## config.mk

```make
export PLATFORM = sky130hd
export DESIGN_NAME = srm_field_seq
export DESIGN_NICKNAME = d
export VERILOG_FILES = /design/src/rtl/srk_pkg.sv /design/src/rtl/srm_pass_plan.sv /design/src/rtl/srm_field_seq.sv
export SDC_FILE = /design/constraint.sdc
export NUM_CORES = 1
export LEC_CHECK = 0
export BUFFER_PORTS_ARGS = -buffer_cell sky130_fd_sc_hd__buf_2
export CORE_UTILIZATION = 30
export CTS_BUF_LIST = sky130_fd_sc_hd__clkbuf_4 sky130_fd_sc_hd__clkbuf_8
export DETAILED_ROUTE_END_ITERATION = 8
export SLEW_MARGIN = 20
export SYNTH_ARGS = -nofsm -noshare
export SYNTH_HDL_FRONTEND = slang
export SYNTH_SLANG_ARGS = --single-unit
```

## constraint.sdc

```tcl
create_clock -name clk_h -period 4 [get_ports clk_h]
set_input_delay 0.8 -clock clk_h [delete_from_list [all_inputs] [get_ports clk_h]]
set_output_delay 0.8 -clock clk_h [all_outputs]
set_load 0.02 [all_outputs]
```

## src/rtl/srk_pkg.sv

```systemverilog
// Shared SRM opcode constants, sequencer state codes and the width-to-secondary-opcode helper.
package srk_pkg;

   localparam logic [1:0] PRI_SECOND  = 2'b00;
   localparam logic [1:0] PRI_EXTZ_MR = 2'b01;
   localparam logic [1:0] PRI_EXTZ_MM = 2'b10;

   // Literal ops sit above the 0..32 width range so they never alias a width code.
   localparam logic [5:0] SEC_LITZERO = 6'b110000;
   localparam logic [5:0] SEC_LITONE  = 6'b110001;

   localparam logic [2:0] ST_IDLE  = 3'd0;
   localparam logic [2:0] ST_LATCH = 3'd1;
   localparam logic [2:0] ST_P1    = 3'd2;
   localparam logic [2:0] ST_P2    = 3'd3;
   localparam logic [2:0] ST_SEXT  = 3'd4;
   localparam logic [2:0] ST_HOLD  = 3'd5;
   localparam logic [2:0] ST_DONE  = 3'd6;

   function automatic logic [5:0] srk_width_to_sec(input logic [5:0] width);
      return ~width;
   endfunction

endpackage

```

## src/rtl/srm_pass_plan.sv

```systemverilog
// Combinational pass planner: decides how a field splits across the longword boundary.
module srm_pass_plan (
   input  logic [4:0] pos,
   input  logic [5:0] size,
   input  logic       sext,
   output logic       need_p2,
   output logic [5:0] w1,
   output logic [5:0] w2,
   output logic       need_sext
);

   logic [6:0] fend;
   logic [5:0] room;

   assign fend      = {2'b00, pos} + {1'b0, size};
   assign room      = 6'd32 - {1'b0, pos};
   assign need_p2   = (fend > 7'd32);
   assign w1        = (size < room) ? size : room;
   assign w2        = need_p2 ? 6'(fend - 7'd32) : 6'd0;
   // A 32-bit field already fills the longword, so there is nothing to sign-fill.
   assign need_sext = sext && (size != 6'd0) && (size < 6'd32);

endmodule

```

## src/rtl/srm_field_seq.sv

```systemverilog
// SRM field-extract microsequencer: turns one extract request into the per-cycle SRM control stream.
import srk_pkg::*;

module srm_field_seq #(
   parameter int MAX_SIZE = 32,
   parameter int LAT_HOLD = 1
) (
   input  logic       clk_h,
   input  logic       reset_h,
   input  logic       req_h,
   input  logic [4:0] pos_h,
   input  logic [5:0] size_h,
   input  logic       sext_h,
   input  logic       abort_h,
   output logic       busy_h,
   output logic       done_h,
   output logic       err_h,
   output logic       phase_h,
   output logic [1:0] pri_l,
   output logic [5:0] sec_l,
   output logic [2:0] shf_l,
   output logic [2:0] litrl_h,
   output logic [1:0] pass_h
);

   localparam logic [6:0] MAX_SIZE_W = 7'(MAX_SIZE);
   localparam logic [1:0] HOLD_INIT  = (LAT_HOLD > 0) ? 2'(LAT_HOLD - 1) : 2'd0;
   localparam logic [2:0] ST_AFTER   = (LAT_HOLD == 0) ? ST_DONE : ST_HOLD;

   logic [2:0] state_q, state_d;
   logic [4:0] pos_q, pos_d;
   logic [5:0] size_q, size_d;
   logic       sext_q, sext_d;
   logic [1:0] hold_q, hold_d;
   logic       phase_q, phase_d;
   logic       busy_q, busy_d;
   logic       done_q, done_d;
   logic       err_q, err_d;
   logic [1:0] pri_q, pri_d;
   logic [5:0] sec_q, sec_d;
   logic [2:0] shf_q, shf_d;
   logic [2:0] lit_q, lit_d;
   logic [1:0] pass_q, pass_d;

   logic       need_p2, need_sext;
   logic [5:0] w1, w2;

   srm_pass_plan u_plan (
      .pos       (pos_q),
      .size      (size_q),
      .sext      (sext_q),
      .need_p2   (need_p2),
      .w1        (w1),
      .w2        (w2),
      .need_sext (need_sext)
   );

   always_comb begin
      state_d = state_q;
      pos_d   = pos_q;
      size_d  = size_q;
      sext_d  = sext_q;
      hold_d  = hold_q;
      phase_d = phase_q;
      busy_d  = busy_q;
      done_d  = 1'b0;
      err_d   = 1'b0;
      pri_d   = pri_q;
      sec_d   = sec_q;
      shf_d   = shf_q;
      lit_d   = lit_q;
      pass_d  = pass_q;

      case (state_q)
         ST_IDLE: begin
            if (req_h) begin
               if ({1'b0, size_h} > MAX_SIZE_W) begin
                  err_d = 1'b1;
               end else begin
                  state_d = ST_LATCH;
                  pos_d   = pos_h;
                  size_d  = size_h;
                  sext_d  = sext_h;
               end
            end
         end
         ST_LATCH: state_d = ST_P1;
         ST_P1: begin
            if (size_q == 6'd0) state_d = ST_AFTER;
            else if (need_p2)   state_d = ST_P2;
            else if (need_sext) state_d = ST_SEXT;
            else                state_d = ST_AFTER;
         end
         ST_P2:   state_d = need_sext ? ST_SEXT : ST_AFTER;
         ST_SEXT: state_d = ST_AFTER;
         ST_HOLD: begin
            if (hold_q == 2'd0) state_d = ST_DONE;
            else                hold_d  = hold_q - 2'd1;
         end
         ST_DONE: state_d = ST_IDLE;
         default: state_d = ST_IDLE;
      endcase

      if ((state_q != ST_IDLE) && abort_h) state_d = ST_IDLE;
      if ((state_d == ST_HOLD) && (state_q != ST_HOLD)) hold_d = HOLD_INIT;

      // Outputs are registered alongside the state, so they are decoded from the next state.
      case (state_d)
         ST_IDLE, ST_LATCH: begin
            phase_d = (state_d == ST_IDLE);
            busy_d  = (state_d == ST_LATCH);
            pri_d   = ~PRI_SECOND;
            sec_d   = ~SEC_LITZERO;
            shf_d   = 3'b111;
            lit_d   = 3'd0;
            pass_d  = 2'd0;
         end
         ST_P1: begin
            phase_d = 1'b1;
            busy_d  = 1'b1;
            lit_d   = 3'd0;
            pass_d  = 2'd0;
            if (size_q == 6'd0) begin
               pri_d = ~PRI_SECOND;
               sec_d = ~SEC_LITZERO;
               shf_d = 3'b111;
            end else begin
               pri_d = ~PRI_EXTZ_MR;
               sec_d = srk_width_to_sec(w1);
               shf_d = ~pos_q[4:2];
            end
         end
         ST_P2: begin
            phase_d = 1'b1;
            busy_d  = 1'b1;
            pri_d   = ~PRI_EXTZ_MM;
            sec_d   = srk_width_to_sec(w2);
            shf_d   = 3'b111;
            lit_d   = 3'd0;
            pass_d  = 2'd1;
         end
         ST_SEXT: begin
            phase_d = 1'b1;
            busy_d  = 1'b1;
            pri_d   = ~PRI_SECOND;
            sec_d   = ~SEC_LITONE;
            shf_d   = 3'b111;
            lit_d   = 3'b111;
            pass_d  = 2'd2;
         end
         ST_HOLD: begin
            phase_d = 1'b1;
            busy_d  = 1'b1;
         end
         ST_DONE: begin
            phase_d = 1'b1;
            busy_d  = 1'b1;
            done_d  = 1'b1;
         end
         default: begin
            phase_d = 1'b1;
            busy_d  = 1'b0;
         end
      endcase
   end

   always_ff @(posedge clk_h or posedge reset_h) begin
      if (reset_h) begin
         state_q <= ST_IDLE;
         pos_q   <= 5'd0;
         size_q  <= 6'd0;
         sext_q  <= 1'b0;
         hold_q  <= 2'd0;
         phase_q <= 1'b1;
         busy_q  <= 1'b0;
         done_q  <= 1'b0;
         err_q   <= 1'b0;
         pri_q   <= ~PRI_SECOND;
         sec_q   <= ~SEC_LITZERO;
         shf_q   <= 3'b111;
         lit_q   <= 3'd0;
         pass_q  <= 2'd0;
      end else begin
         state_q <= state_d;
         pos_q   <= pos_d;
         size_q  <= size_d;
         sext_q  <= sext_d;
         hold_q  <= hold_d;
         phase_q <= phase_d;
         busy_q  <= busy_d;
         done_q  <= done_d;
         err_q   <= err_d;
         pri_q   <= pri_d;
         sec_q   <= sec_d;
         shf_q   <= shf_d;
         lit_q   <= lit_d;
         pass_q  <= pass_d;
      end
   end

   assign busy_h  = busy_q;
   assign done_h  = done_q;
   assign err_h   = err_q;
   assign phase_h = phase_q;
   assign pri_l   = pri_q;
   assign sec_l   = sec_q;
   assign shf_l   = shf_q;
   assign litrl_h = lit_q;
   assign pass_h  = pass_q;

endmodule

```

==> impl_metrics.py <==
metrics = {
    "cells_and_area": {
        "multiInputGateArea_um2": 1091,
        "final_common_cell": "buf_2",
        "seqCellArea_um2": 888.4,
        "drive_gt1_share_pct": 32.11,
        "fillCellCount": 677,
        "area_growth_pct": 17.71,
        "antennaDiodeCount": 0,
        "final_nets": 275,
        "final_cell_mix": "35 x buf_2, 25 x dfrtp_1, 21 x nor2_1",
    },
    "timing": {
        "finalClockSkew_ns": 0.001992,
        "rsz0062_at_grt": "no",
        "slew_viol_final": 0,
        "slew-limit-headroom_pct": 57.75,
        "final.setup.tns_ns": 0,
        "fin_ws_ns": 1.035,
        "hold_viol_final": 0,
        "layout_min_cycle_time_ns": 2.965,
        "max_freq_mhz": 337.3,
        "setup_viol": 0,
        "worstMarginPinSlew_ns": 0.6295,
        "timing.hold.ws_ns": 0.4861,
        "post-route-period-util_pct": 74.13,
    },
    "global_routing": {
        "grt-ovfl-total": 0,
        "grt_max_degree": 28,
        "grt_pass1_vias": 1540,
        "grt_usage_pct": 13.71,
        "grt_first_pass_wirelength_um": 7686,
        "antenna_found_initial": 0,
    },
    "logic_synthesis": {
        "synth_top_area_share_pct": 30.23,
        "syn_inst": 205,
        "synthTopCellsByArea": "dfrtp_1 30%, dfstp_2 13%, ha_1 7.9%, mux2_2 7.1%, nor2_1 3.8%",
        "synth-seq-cells": 35,
        "avgSynthCellArea_um2": 10.10,
        "yosysSeqAreaShare_pct": 42.93,
        "syn_area_um2": 2069,
        "ys_warn_count": 0,
        "synth_edf_count": 0,
        "synth.distinct_cells": 46,
        "syn_nets": 235,
        "synth-main-ff-cell": "dfrtp_1",
        "async_flop_share_pct": 100.0,
        "yosys.area.top_type": "dfrtp_1",
    },
    "power_and_ir_drop": {
        "leakagePower_nw": 1.133,
        "powerDensity_nw_per_um2": 854.6,
        "irDropWorstVdd_v": 0.0003241,
    },
    "clocking": {
        "clk_latency_ns": 0.29,
        "ctsHoldBuffers": 0,
        "cts_sinks": 35,
        "cts_htree_levels": 2,
        "clockBufferDepth": 2,
        "cts_tree": "yes",
        "path_clk_slew_ns": 0.07,
        "cts_buffers": 5,
        "cts_resized": 0,
        "clockRootBuffer": "clkbuf_8",
        "cts_setup_buffers": 0,
    },
    "setup_path": {
        "worstSetupPathType": "reg2reg",
        "required_ns": 4.18,
        "worstSetupStartpointType": "flop",
        "cp-end-kind": "flop",
        "crit_path_max_fanout": 6,
        "worstPathArrival_ns": 3.14,
    },
    "floorplanning": {
        "dieArea_um2": 7234,
        "pin_count": 36,
        "coreArea_um2": 6495,
        "die_x_um": 85.06,
        "fp.dieH_um": 85.06,
        "initial_core_util_pct": 31.86,
        "rows": 29,
    },
    "drt": {
        "drt-total-wl_um": 4587,
        "drc_errors": 0,
        "wl_per_cell_um": 14.20,
        "vias": 1596,
        "ant_nets": 0,
        "post_drt_via_cell_ratio": 4.941,
        "firstDrtPassIters": 4,
        "drt_iter0_markers": 52,
    },
    "placement": {
        "place_congestion": 0.8630,
        "hpwl_um": 3609,
        "port-buffer-count": 35,
        "dp_slack_ns": 1.038,
    },
    "hold_path": {
        "hold_class": "reg2reg",
    },
    "run_status": {
        "status": "completed",
    },
    "run": {
        "cap_viol_max_count": 0,
    },
}
==> synthesized netlist by cell type (2+ instances only) <==
library cell,count
nand2b_1,5
o22a_1,3
nor2b_1,5
a2bb2oi_1,7
a21oi_1,9
clkbuf_1,4
mux2i_1,3
mux2_2,13
nand3_1,3
ha_1,13
a21oi_2,2
xor2_1,3
o21ai_0,10
dfstp_2,10
nand2_1,12
nor2_1,21
a21o_1,4
o21ai_1,3
dfrtp_1,25
nor3_1,4
a31oi_1,2
inv_1,16
buf_4,2
xnor2_1,4
==> worst paths after layout <==
check	startpoint	to	slack (ns)	cells after the start
setup / recovery	pos_q[0]	hold_q[0]	1.04	11
hold / removal	hold_q[1]	hold_q[1]	0.49	1
min in group asynchronous	reset_h	err_h	0.57	2
hold reg to reg	hold_q[1]	hold_q[1]	0.49	1
setup reg to reg	pos_q[0]	hold_q[0]	1.04	11
max in group asynchronous	reset_h	sec_l[1]	2.71	4
==> worst max-delay path, cell delays in order (launching register included) <==
cell and delay, ns:
dfrtp_1 0.43, ha_1 0.22, inv_1 0.06, fa_1 0.39, nand2b_1 0.16, o2bb2ai_1 0.18
mux2i_1 0.15, o41a_1 0.37, a211o_1 0.38, nor2b_4 0.18, a21oi_2 0.08, mux2_4 0.25
==> logic make-up (layout without fill, tap and decap cells) <==
group           after synthesis  count (layout)  share of synthesized area, %
mux                          17              17                         9.250
compound gates               49              49                         16.39
simple gates                 61              61                         15.30
xor+xnor                      7               7                         2.963
fa+ha+maj                    14              14                         8.827
buf+inv                      22              63                         4.353
flops                        35              35                         42.93
==> registers in the layout (all words and copies together), names as in the netlist <==
signal / cells
busy_h: 1
litrl_h: 1
hold_q: 2
pass_h: 2
pos_q: 5
sext_q: 1
err_h: 1
pri_l: 2
shf_l: 3
state_q: 3
phase_h: 1
size_q: 6
sec_l: 6
done_h: 1
==> where the power goes <==
part           total [mW]  internal (mW)  switching (mW)  leakage, nW
sequential          0.630          0.489           0.141        0.423
combinational        1.18          0.526           0.655        0.658
clock               0.270          0.146           0.124       0.0517
==> layer usage <==
metal / track usage, % / vias to the layer above / wire (um)
met5: 0 / - / 0
met4: 3.698 / 0 / 48
met3: 2.918 / 6 / 181
met2: 20.53 / 35 / 2003
met1: 19.99 / 757 / 2353
li1: - / 798 / -
==> through the flow <==
stage	total power, mW	utilization, %	instances	instance area, um^2
floorplan	1.523	-	205	2069
global placement	1.807	36.04	315	2341
detailed placement	1.815	36.04	315	2341
CTS	2.096	37.51	323	2436
global route	2.271	37.51	323	2436
finish	2.082	37.51	323	2436
==> area by class of cell <==
class	instances	share of cell area [%]
multi-input combinational	148	44.79
clock buffer	7	3.698
timing repair buffer	39	8.423
sequential	35	36.47
inverter	16	2.465
tap	77	3.955
clock inverter	1	0.2054
Power figures use the tool's default switching activity.
